### config.mk
export PLATFORM = sky130hd
export DESIGN_NAME = mux_share_arbiter
export DESIGN_NICKNAME = d
export VERILOG_FILES = /design/src/rtl/mux_share_arbiter.sv
export SDC_FILE = /design/constraint.sdc
export NUM_CORES = 1
export LEC_CHECK = 0
export BUFFER_PORTS_ARGS = -buffer_cell sky130_fd_sc_hd__buf_4
export CORE_MARGIN = 2
export CORE_UTILIZATION = 49
export CTS_CLUSTER_SIZE = 12
export DETAILED_ROUTE_END_ITERATION = 7
export MAX_ROUTING_LAYER = met4
export PLACE_DENSITY = 0.76
export RECOVER_POWER = 25
export REMOVE_ABC_BUFFERS = 1
export SLEW_MARGIN = 20
export SYNTH_ARGS = -nofsm -noshare
export SYNTH_HDL_FRONTEND = slang
export SYNTH_SLANG_ARGS = --single-unit
### constraint.sdc
create_clock -name clk -period 2.5 [get_ports clk]
set_clock_uncertainty 0.05 [all_clocks]
set_input_delay 0.625 -clock clk [delete_from_list [all_inputs] [get_ports clk]]
set_output_delay 0.625 -clock clk [all_outputs]
set_load 0.01 [all_outputs]
### src/rtl/mux_share_arbiter.sv
// rtl/mux_share_arbiter.sv - round-robin arbiter sharing one 2:1 mux between requesters A and B
module mux_share_arbiter #(
  parameter int WIDTH    = 3,
  parameter int HOLD_MAX = 4
) (
  input  logic             clk,
  input  logic             rst_n,
  input  logic             req_a,
  input  logic [WIDTH-1:0] data_a,
  output logic             gnt_a,
  input  logic             req_b,
  input  logic [WIDTH-1:0] data_b,
  output logic             gnt_b,
  output logic             sel,
  output logic             out_valid,
  output logic [WIDTH-1:0] out_data,
  input  logic             out_ready
);

  localparam int              CW      = $clog2(HOLD_MAX + 1);
  localparam logic [CW-1:0]   CNT_MAX = CW'(HOLD_MAX - 1);

  typedef enum logic [1:0] {IDLE, GNT_A, GNT_B} state_t;

  state_t        state_q, state_d;
  logic [CW-1:0] beat_cnt_q, beat_cnt_d;
  logic          last_q, last_d;  // side served most recently: 0=A, 1=B
  logic          beat_a, beat_b;

  assign sel      = (state_q == GNT_B);
  assign out_data = sel ? data_b : data_a;
  assign beat_a   = (state_q == GNT_A) && req_a && out_ready;
  assign beat_b   = (state_q == GNT_B) && req_b && out_ready;

  always_comb begin
    state_d    = state_q;
    beat_cnt_d = beat_cnt_q;
    last_d     = last_q;
    gnt_a      = 1'b0;
    gnt_b      = 1'b0;
    out_valid  = 1'b0;
    case (state_q)
      IDLE: begin
        if (req_a && (!req_b || last_q)) state_d = GNT_A;
        else if (req_b)                  state_d = GNT_B;
      end
      GNT_A: begin
        out_valid = req_a;
        gnt_a     = out_ready;
        if (!req_a) begin
          state_d = req_b ? GNT_B : IDLE;
          last_d  = 1'b0;
        end else if (beat_a && (beat_cnt_q == CNT_MAX) && req_b) begin
          state_d = GNT_B;
          last_d  = 1'b0;
        end else if (beat_a && (beat_cnt_q != CNT_MAX)) begin
          beat_cnt_d = beat_cnt_q + 1'b1;
        end
      end
      GNT_B: begin
        out_valid = req_b;
        gnt_b     = out_ready;
        if (!req_b) begin
          state_d = req_a ? GNT_A : IDLE;
          last_d  = 1'b1;
        end else if (beat_b && (beat_cnt_q == CNT_MAX) && req_a) begin
          state_d = GNT_A;
          last_d  = 1'b1;
        end else if (beat_b && (beat_cnt_q != CNT_MAX)) begin
          beat_cnt_d = beat_cnt_q + 1'b1;
        end
      end
      default: state_d = IDLE;
    endcase
    if (state_d != state_q) beat_cnt_d = '0;
    // No handshake may complete while reset is held.
    if (!rst_n) begin
      gnt_a     = 1'b0;
      gnt_b     = 1'b0;
      out_valid = 1'b0;
    end
  end

  always_ff @(posedge clk) begin
    if (!rst_n) begin
      state_q    <= IDLE;
      beat_cnt_q <= '0;
      last_q     <= 1'b1;
    end else begin
      state_q    <= state_d;
      beat_cnt_q <= beat_cnt_d;
      last_q     <= last_d;
    end
  end

endmodule
Word-level counts from Yosys, hierarchy flattened
Cells that the tools add are included.
{"block": "classes", "n_addsub": 1, "n_eq_ne": 13, "muxes": 28, "bitwise": 1, "n_reduce_logical": 18}
{"operator": "3-bit two-way mux", "count": 7}
{"operator": "2-bit two-way mux", "count": 7}
{"operator": "1-bit logical AND", "count": 11}
{"operator": "1-bit two-way mux", "count": 10}
{"operator": "3-bit by 2-bit inequality test with 1-bit output, second input constant", "count": 3}
{"operator": "2-bit inequality test, second input constant", "count": 4}
{"operator": "7-bit AND reduction", "count": 1}
{"operator": "2-bit case mux with 3 select lines", "count": 1}
{"operator": "3-bit case mux with 2 select lines", "count": 1}
{"operator": "2-bit by 1-bit inequality test with 1-bit output, second input constant", "count": 2}
{"operator": "1-bit case mux with 2 select lines", "count": 2}
{"operator": "3-bit by 1-bit adder with 3-bit output, second input constant", "count": 1}
{"operator": "3-bit by 2-bit equality test with 1-bit output, second input constant", "count": 1}
{"operator": "3-bit AND reduction", "count": 1}
{"operator": "2-bit by 1-bit equality test with 1-bit output, second input constant", "count": 1}
{"operator": "2-bit equality test, second input constant", "count": 1}
{"operator": "2-bit logical NOT", "count": 1}
{"operator": "2-bit inequality test", "count": 1}
{"operator": "2-bit nonzero test", "count": 1}
{"operator": "2-bit OR reduction", "count": 1}
{"operator": "1-bit logical NOT", "count": 1}
{"operator": "1-bit logical OR", "count": 1}
{"operator": "1-bit inverter", "count": 1}
{"block": "word_totals", "ff_bits": 6, "inputBits": 11, "output_inout_bits": 7, "elab_cells": 64}

Depth between registers and ports, before layout
Gate-level depths: netlist of run 1.
{"block": "logic_depth", "depth_word": 10, "ltp_mapped": 8, "ltp_nobuf": 7}

Worst setup path after synthesis of run 1
No wires, ideal clock.
{"block": "synth_timing", "path_type": "register to register", "startpoint": "register state_q[0]", "endpoint": "register beat_cnt_q[2]", "setup_time_ns": 0.135, "arrival_ns": 1.744, "path_slack_ns": 0.571, "path_stages_with_launch": 8, "period_less_slack_ns": 1.929, "cell_sequence": "dfxtp_1 inv_1 ha_1 clkbuf_8 and2_1 a32o_1 o32ai_2 nor4b_2"}
{"block": "synth_between", "elab_chain_len": 10, "word_cells_on_any_way": 31, "cone_classes": "9 x eq/ne; 8 x mux; 14 x reduce/logical"}
{"item": "start, declared", "line_no": "25", "rtl": "state_t state_q, state_d;"}
{"item": "start signal, assigned", "line_no": "90", "rtl": "state_q <= state_d;"}
{"item": "2-bit equality test (*)"}
{"item": "named net sel", "line_no": "14", "rtl": "output logic sel,"}
{"item": "1-bit logical AND (2 in series)", "line_no": "33", "rtl": "assign beat_b = (state_q == GNT_B) && req_b && out_ready;"}
{"item": "1-bit logical AND (2 in series)", "line_no": "66", "rtl": "end else if (beat_b && (beat_cnt_q == CNT_MAX) && req_a) begin"}
{"item": "2-bit two-way mux", "line_no": "66"}
{"item": "2-bit two-way mux", "line_no": "63", "rtl": "if (!req_b) begin"}
{"item": "2-bit case mux with 3 select lines", "line_no": "42", "rtl": "case (state_q)"}
{"item": "2-bit inequality test", "line_no": "75", "rtl": "if (state_d != state_q) beat_cnt_d = '0;"}
{"item": "2-bit OR reduction (no line)"}
{"item": "end signal, assigned", "line_no": "91", "rtl": "beat_cnt_q <= beat_cnt_d;"}
{"item": "end, declared", "line_no": "26", "rtl": "logic [CW-1:0] beat_cnt_q, beat_cnt_d;"}
The timed path passes the listed nets; every way through them passes the cells marked *.
A chain may end at the register's enable or synchronous reset.

Worst setup path in the final report of run 1
{"block": "layout_timing", "startpoint": "register state_q[0]", "endpoint": "output out_data[0]"}
{"block": "layout_between", "elab_chain_len": 2}
{"item": "2-bit equality test", "line_no": "30", "rtl": "assign sel = (state_q == GNT_B);"}
{"item": "3-bit two-way mux", "line_no": "31", "rtl": "assign out_data = sel ? data_b : data_a;"}
{"item": "end, declared", "line_no": "16", "rtl": "output logic [WIDTH-1:0] out_data,"}
No other way between the ends.

==> flow_metrics.tcl, run 1 <==
set metrics [dict create \
    cap_viol_max_count 0 \
    comb_power_share_pct 51.8 \
    antenna_cells 0 \
    synth_area_per_cell_um2 8.88 \
    numCtsBuffers 3 \
    vias 591 \
    grt_usage_pct 20.0 \
    core-area_um2 1250 \
    p_clk_share_pct 19.5 \
    worst-r2r-cell-count 6 \
    initial_core_util_pct 51.0 \
    antenna_found_initial 0 \
    cts-root-buf "clkbuf_4" \
    leakagePower_uw 0.000332 \
    cts_sinks 6 \
    critPathCapture "out_data[0]" \
    die_x_um 40.1 \
    place_congestion 0.902 \
    hpwl_mm 1.10 \
    hold_depth 2 \
    dr.pass1.iters 4 \
    finalPower_uw 437 \
    outcome "completed" \
    placed_area_um2 756 \
    arrival_ns 1.70 \
    slew_headroom_pct 71.9 \
    synth_area_um2 639 \
    grt_overflow 0 \
    critPathLaunchType "flip-flop" \
    ys_seq_area_share_pct 18.8 \
    fp.dieArea_um2 1610 \
    post-cts-setup-buffers 0 \
    crit_type "flip-flop to output port" \
    ir_worst_vdd_uv 308 \
    nets 108 \
    worstMarginPinSlew_ns 0.421 \
    fp.dieH_um 40.1 \
    final_util_pct 62.1 \
    grt_pass1_wl_mm 2.09 \
    wl_per_cell_um 12.9 \
    fin_hold_ws_ns 0.440 \
    fmax_ghz 0.421 \
    clkTransAtPathRegs_ns 0.04 \
    stdcell_area_um2 778 \
    synth_area_leader_cell "dfxtp_1" \
    finalCritPeriodShare_pct 95.0 \
    clk-insertion-delay-late_ns 0.24 \
    pwr-share-seq_pct 28.8 \
    hp-class "flip-flop to flip-flop" \
    setup_viol 0 \
    slew_violations 0 \
    ys_seq_elements 6 \
    layout-drive-gt1-share_pct 36.0 \
    cts_buffer_depth 2 \
    synth_top_area_share_pct 18.8 \
    postCtsHoldBufs 0 \
    finalWorstPathRequiredPeriod_ns 2.37 \
    grt_max_degree 13 \
    yosys-top-cells-area "dfxtp_1 (19%), ha_1 (12%), nand2_1 (6.5%)" \
    synthCells 72 \
    fillers 108 \
    cts_resized 0 \
    tns_ns 0 \
    h-tree-depth 1 \
    p_switching_uw 165 \
    required_ns 1.82 \
    path_max_fanout 12 \
    ys_types 31 \
    powerDensity_nw_per_um2 561 \
    first_iter_violations 10 \
    via_per_inst 5.68 \
    rsz0062_at_grt "false" \
    io_buffers 17 \
    critPathLaunch "state_q[0]" \
    cts_tree "built" \
    ff2ff_setup_slack_ns 0.41 \
    worst_setup_path_end_kind "output port" \
    io_pins 18 \
    drc_errors 0 \
    grt_pass1_vias 523 \
    swShare_pct 37.8 \
    num_rows 13 \
    ant_nets 0 \
    p_int_uw 272 \
    syn2layout_area_growth_pct 21.7 \
    reg2reg_to "beat_cnt_q[0]" \
    yosysWarnings 0 \
    hold_violations 0 \
    timing.rr.start "state_q[0]" \
    wl_mm 1.35 \
]
[metal layers]
metal / track usage [%] / wire, µm
met3: 5.00 / 58
met1: 21.9 / 582
met4: 5.17 / 0
met5: - / 0
met2: 35.5 / 705
[metrics by stage]
stage          instances  setup slack (ns)
2_1_floorplan         69             0.584
3_3_place_gp         101             0.465
3_5_place_dp         101             0.395
4_1_cts              104             0.124
5_1_grt              104            0.0283
6_report             104             0.126
[flip-flops by register name (all words and copies together) (netlist names)]
| name | count |
|---|---|
| state_q | 2 |
| last_q | 1 |
| beat_cnt_q | 3 |
[cells in the mapped netlist (all sizes together)]
cell type	instances
nor4	2
inv	4
nand2	11
a41oi	1
nor2	4
a21oi	2
ha	6
a32oi	1
o32ai	1
a32o	2
buf	2
mux2i	3
nor2b	2
nor3b	1
and3	3
nand3	3
o311a	1
dfxtp	6
nor4b	2
nand2b	1
and2	2
clkbuf	1
xnor2	1
a31oi	3
o21ai	1
mux2	3
a31o	1
and4	2
[worst min-delay path by stage]
stage / start / endpoint / slack, ns
global placement: last_q / last_q / 0.45
floorplan: last_q / last_q / 0.41
detailed placement: last_q / last_q / 0.43
global route: last_q / last_q / 0.52
CTS: last_q / last_q / 0.44
finish: last_q / last_q / 0.44
[layout by cell type, fill, tap and decap left out, types with 2 or more instances in the layout]
cell,instances
a32o_1,2
nor2b_1,2
dfxtp_1,6
nor4_2,2
nand2_1,11
a21oi_1,2
and4_1,2
nor2_1,4
inv_1,4
and3_2,2
nand3_1,3
mux2_2,3
clkbuf_4,3
buf_4,17
a31oi_1,3
ha_1,6
mux2i_1,3
[cell type report]
cell class | count | area (µm²) | area share (%)
Multi-Input combinational cell | 59 | 474 | 60.9
Timing Repair Buffer | 17 | 128 | 16.4
Sequential cell | 6 | 120 | 15.4
Clock buffer | 3 | 22.5 | 2.89
Tap cell | 15 | 18.8 | 2.41
Inverter | 4 | 15.0 | 1.93
[critical path, cell delays in order, from the launching register on]
cell and delay, ns:
dfxtp_1 0.36, inv_1 0.14, ha_1 0.43, mux2_2 0.39, buf_4 0.14
[kinds of logic after synthesis]
logic type	count (synthesis)	share of synthesized area, %
buffers and inverters	7	7.04
adder cells (fa/ha/maj)	6	11.7
multiplexers	6	9.98
AND/OR/NAND/NOR	33	33.3
AO/OA/AOI/OAI	13	17.8
XOR/XNOR	1	1.37
flip-flops	6	18.8
[power groups by stage]
| stage | Clock [µW] | Combinational [µW] | Sequential [µW] |
|---|---|---|---|
| 3_3_place_gp | 0 | 223 | 127 |
| 5_1_grt | 97.8 | 245 | 128 |
| 3_5_place_dp | 0 | 225 | 127 |
| 6_report | 85.1 | 226 | 126 |
| 4_1_cts | 90.8 | 227 | 125 |
| 2_1_floorplan | 0 | 163 | 124 |
No activity file was read; power rests on OpenSTA's default activity.
==> run 2, diff against run 1 <==
--- a/config.mk
+++ b/config.mk
@@ -7,11 +7,11 @@
 export LEC_CHECK = 0
 export BUFFER_PORTS_ARGS = -buffer_cell sky130_fd_sc_hd__buf_4
 export CORE_MARGIN = 2
-export CORE_UTILIZATION = 49
+export CORE_UTILIZATION = 45
 export CTS_CLUSTER_SIZE = 12
 export DETAILED_ROUTE_END_ITERATION = 7
 export MAX_ROUTING_LAYER = met4
-export PLACE_DENSITY = 0.76
+export PLACE_DENSITY = 0.73
 export RECOVER_POWER = 25
 export REMOVE_ABC_BUFFERS = 1
 export SLEW_MARGIN = 20
==> constraint.sdc (replaced) <==
create_clock -name clk -period 2 [get_ports clk]
set_clock_uncertainty 0.05 [all_clocks]
set_input_delay 0.5 -clock clk [delete_from_list [all_inputs] [get_ports clk]]
set_output_delay 0.5 -clock clk [all_outputs]
set_load 0.01 [all_outputs]
==> run 2 against run 1 <==
  * Combinational power up 49%
  * First-iteration DRC count up 70%
  * Routed wire length up 13%
  * Highest routed layer is now met4
  * Cell count up 2.9%
  * Flip-flop and latch count unchanged
  * Setup slack worse by 0.093 ns
  * Sequential share of layout area down 0.89 points
  * Critical endpoint is now out_data[1]
==> flow_metrics.tcl, run 2 (same netlist as run 1, synthesis figures left out) <==
set metrics [dict create \
    grt_max_degree 12 \
    grt_pass1_wl_mm 2.29 \
    clk-insertion-delay-late_ns 0.24 \
    slew_headroom_pct 77.6 \
    grt_pass1_vias 545 \
    powerDensity_nw_per_um2 720 \
    antenna_found_initial 0 \
    grt_overflow 0 \
    critPathLaunchType "flip-flop" \
    leakagePower_uw 0.000347 \
    first_iter_violations 17 \
    worst_setup_path_end_kind "output port" \
    vias 624 \
    comb_power_share_pct 56.0 \
    fp.dieArea_um2 1740 \
    hold_violations 0 \
    dp.cells 104 \
    finalCritPeriodShare_pct 98.3 \
    tns_ns 0 \
    p_int_uw 368 \
    numCtsBuffers 3 \
    setup_viol 0 \
    layout-drive-gt1-share_pct 41.3 \
    nets 111 \
    slew_violations 0 \
    finalWorstPathRequiredPeriod_ns 1.97 \
    pwr-share-seq_pct 25.8 \
    reg.largest.list "beat_cnt_q (3), state_q (2), last_q (1)" \
    clkTransAtPathRegs_ns 0.04 \
    dr.pass1.iters 4 \
    mostFrequentLayoutCells "buf_4 (19), nand2_1 (11), dfxtp_1 (5)" \
    grt_usage_pct 17.2 \
    ant_nets 0 \
    num_rows 13 \
    fin_hold_ws_ns 0.427 \
    arrival_ns 1.42 \
    wl_per_cell_um 14.2 \
    cts_sinks 6 \
    top_register "beat_cnt_q" \
    cap_viol_max_count 0 \
    die_x_um 41.7 \
    final_cells 107 \
    fmax_ghz 0.508 \
    fp.dieH_um 41.7 \
    hp-class "input port to flip-flop" \
    initial_core_util_pct 48.5 \
    rsz0062_at_grt "false" \
    crit_type "flip-flop to output port" \
    largest_register_ffs 3 \
    antenna_cells 0 \
    swShare_pct 38.8 \
    outcome "completed" \
    p_clk_share_pct 18.2 \
    p_switching_uw 233 \
    path_max_fanout 9 \
    wl_mm 1.52 \
    ir_worst_vdd_uv 476 \
    core-area_um2 1320 \
    cts_buffer_depth 2 \
    place_congestion 0.920 \
    cts-root-buf "clkbuf_4" \
    post-cts-setup-buffers 0 \
    final_common_cell "buf_4" \
    via_per_inst 5.83 \
    io_pins 18 \
    syn2layout_area_growth_pct 30.5 \
    h-tree-depth 1 \
    hpwl_mm 1.13 \
    cts_tree "built" \
    worstMarginPinSlew_ns 0.334 \
    required_ns 1.45 \
    drc_errors 0 \
    io_buffers 17 \
]
==> run 2: worst paths after layout <==
path                 startpoint  depth (start not counted)             to  slack, ns
hold / removal            rst_n                          2         last_q       0.43
hold reg to reg          last_q                          2         last_q       0.46
setup / recovery     state_q[0]                          4    out_data[1]       0.03
setup reg to reg  beat_cnt_q[0]                          7  beat_cnt_q[0]       0.14
==> run 2: area by class of cell <==
type | count | area, µm²
Timing Repair Buffer | 20 | 146
Inverter | 4 | 15.0
Tap cell | 15 | 18.8
Multi-Input combinational cell | 59 | 510
Sequential cell | 6 | 121
Clock buffer | 3 | 22.5
Fill cell | 120 | 483
==> run 2: routing by layer <==
layer	global-route usage [%]	part of all wire, %	up-vias
li1	-	-	310
met1	20.7	44	290
met2	27.8	48	20
met3	4.78	6.8	4
met4	5.16	0.66	0
met5	-	0	-
==> run 2: timing repair <==
action / CTS / global route
gates cloned: 0 / 0
setup endpoints to repair: 3 / 4
hold buffers: 0 / 0
resized for setup: 3 / 4
==> run 2: critical path, cell delays in order (launching register included) <==
cell	delay [ns]
dfxtp_1	0.30
inv_1	0.15
ha_4	0.23
mux2_2	0.35
buf_4	0.14
==> run 2: power by group through the flow <==
| stage | Sequential [µW] | Clock, µW | Combinational (µW) |
|---|---|---|---|
| 5_1_grt | 156 | 119 | 364 |
| 4_1_cts | 154 | 113 | 307 |
| 3_5_place_dp | 154 | 0 | 299 |
| 3_3_place_gp | 153 | 0 | 298 |
| 6_report | 155 | 109 | 337 |
| 2_1_floorplan | 155 | 0 | 204 |
==> run 2: through the flow <==
stage / worst slack (ns) / utilization [%] / total power (µW) / area, µm²
final: 0.0330 / 63.3 / 601 / 835
after detailed placement: 0.109 / 59.1 / 452 / 778
after global placement: 0.142 / 59.1 / 451 / 778
after global routing: 0.000827 / 63.3 / 638 / 835
after CTS: 0.0397 / 61.8 / 574 / 815
after floorplan: 0.103 / - / 358 / 609
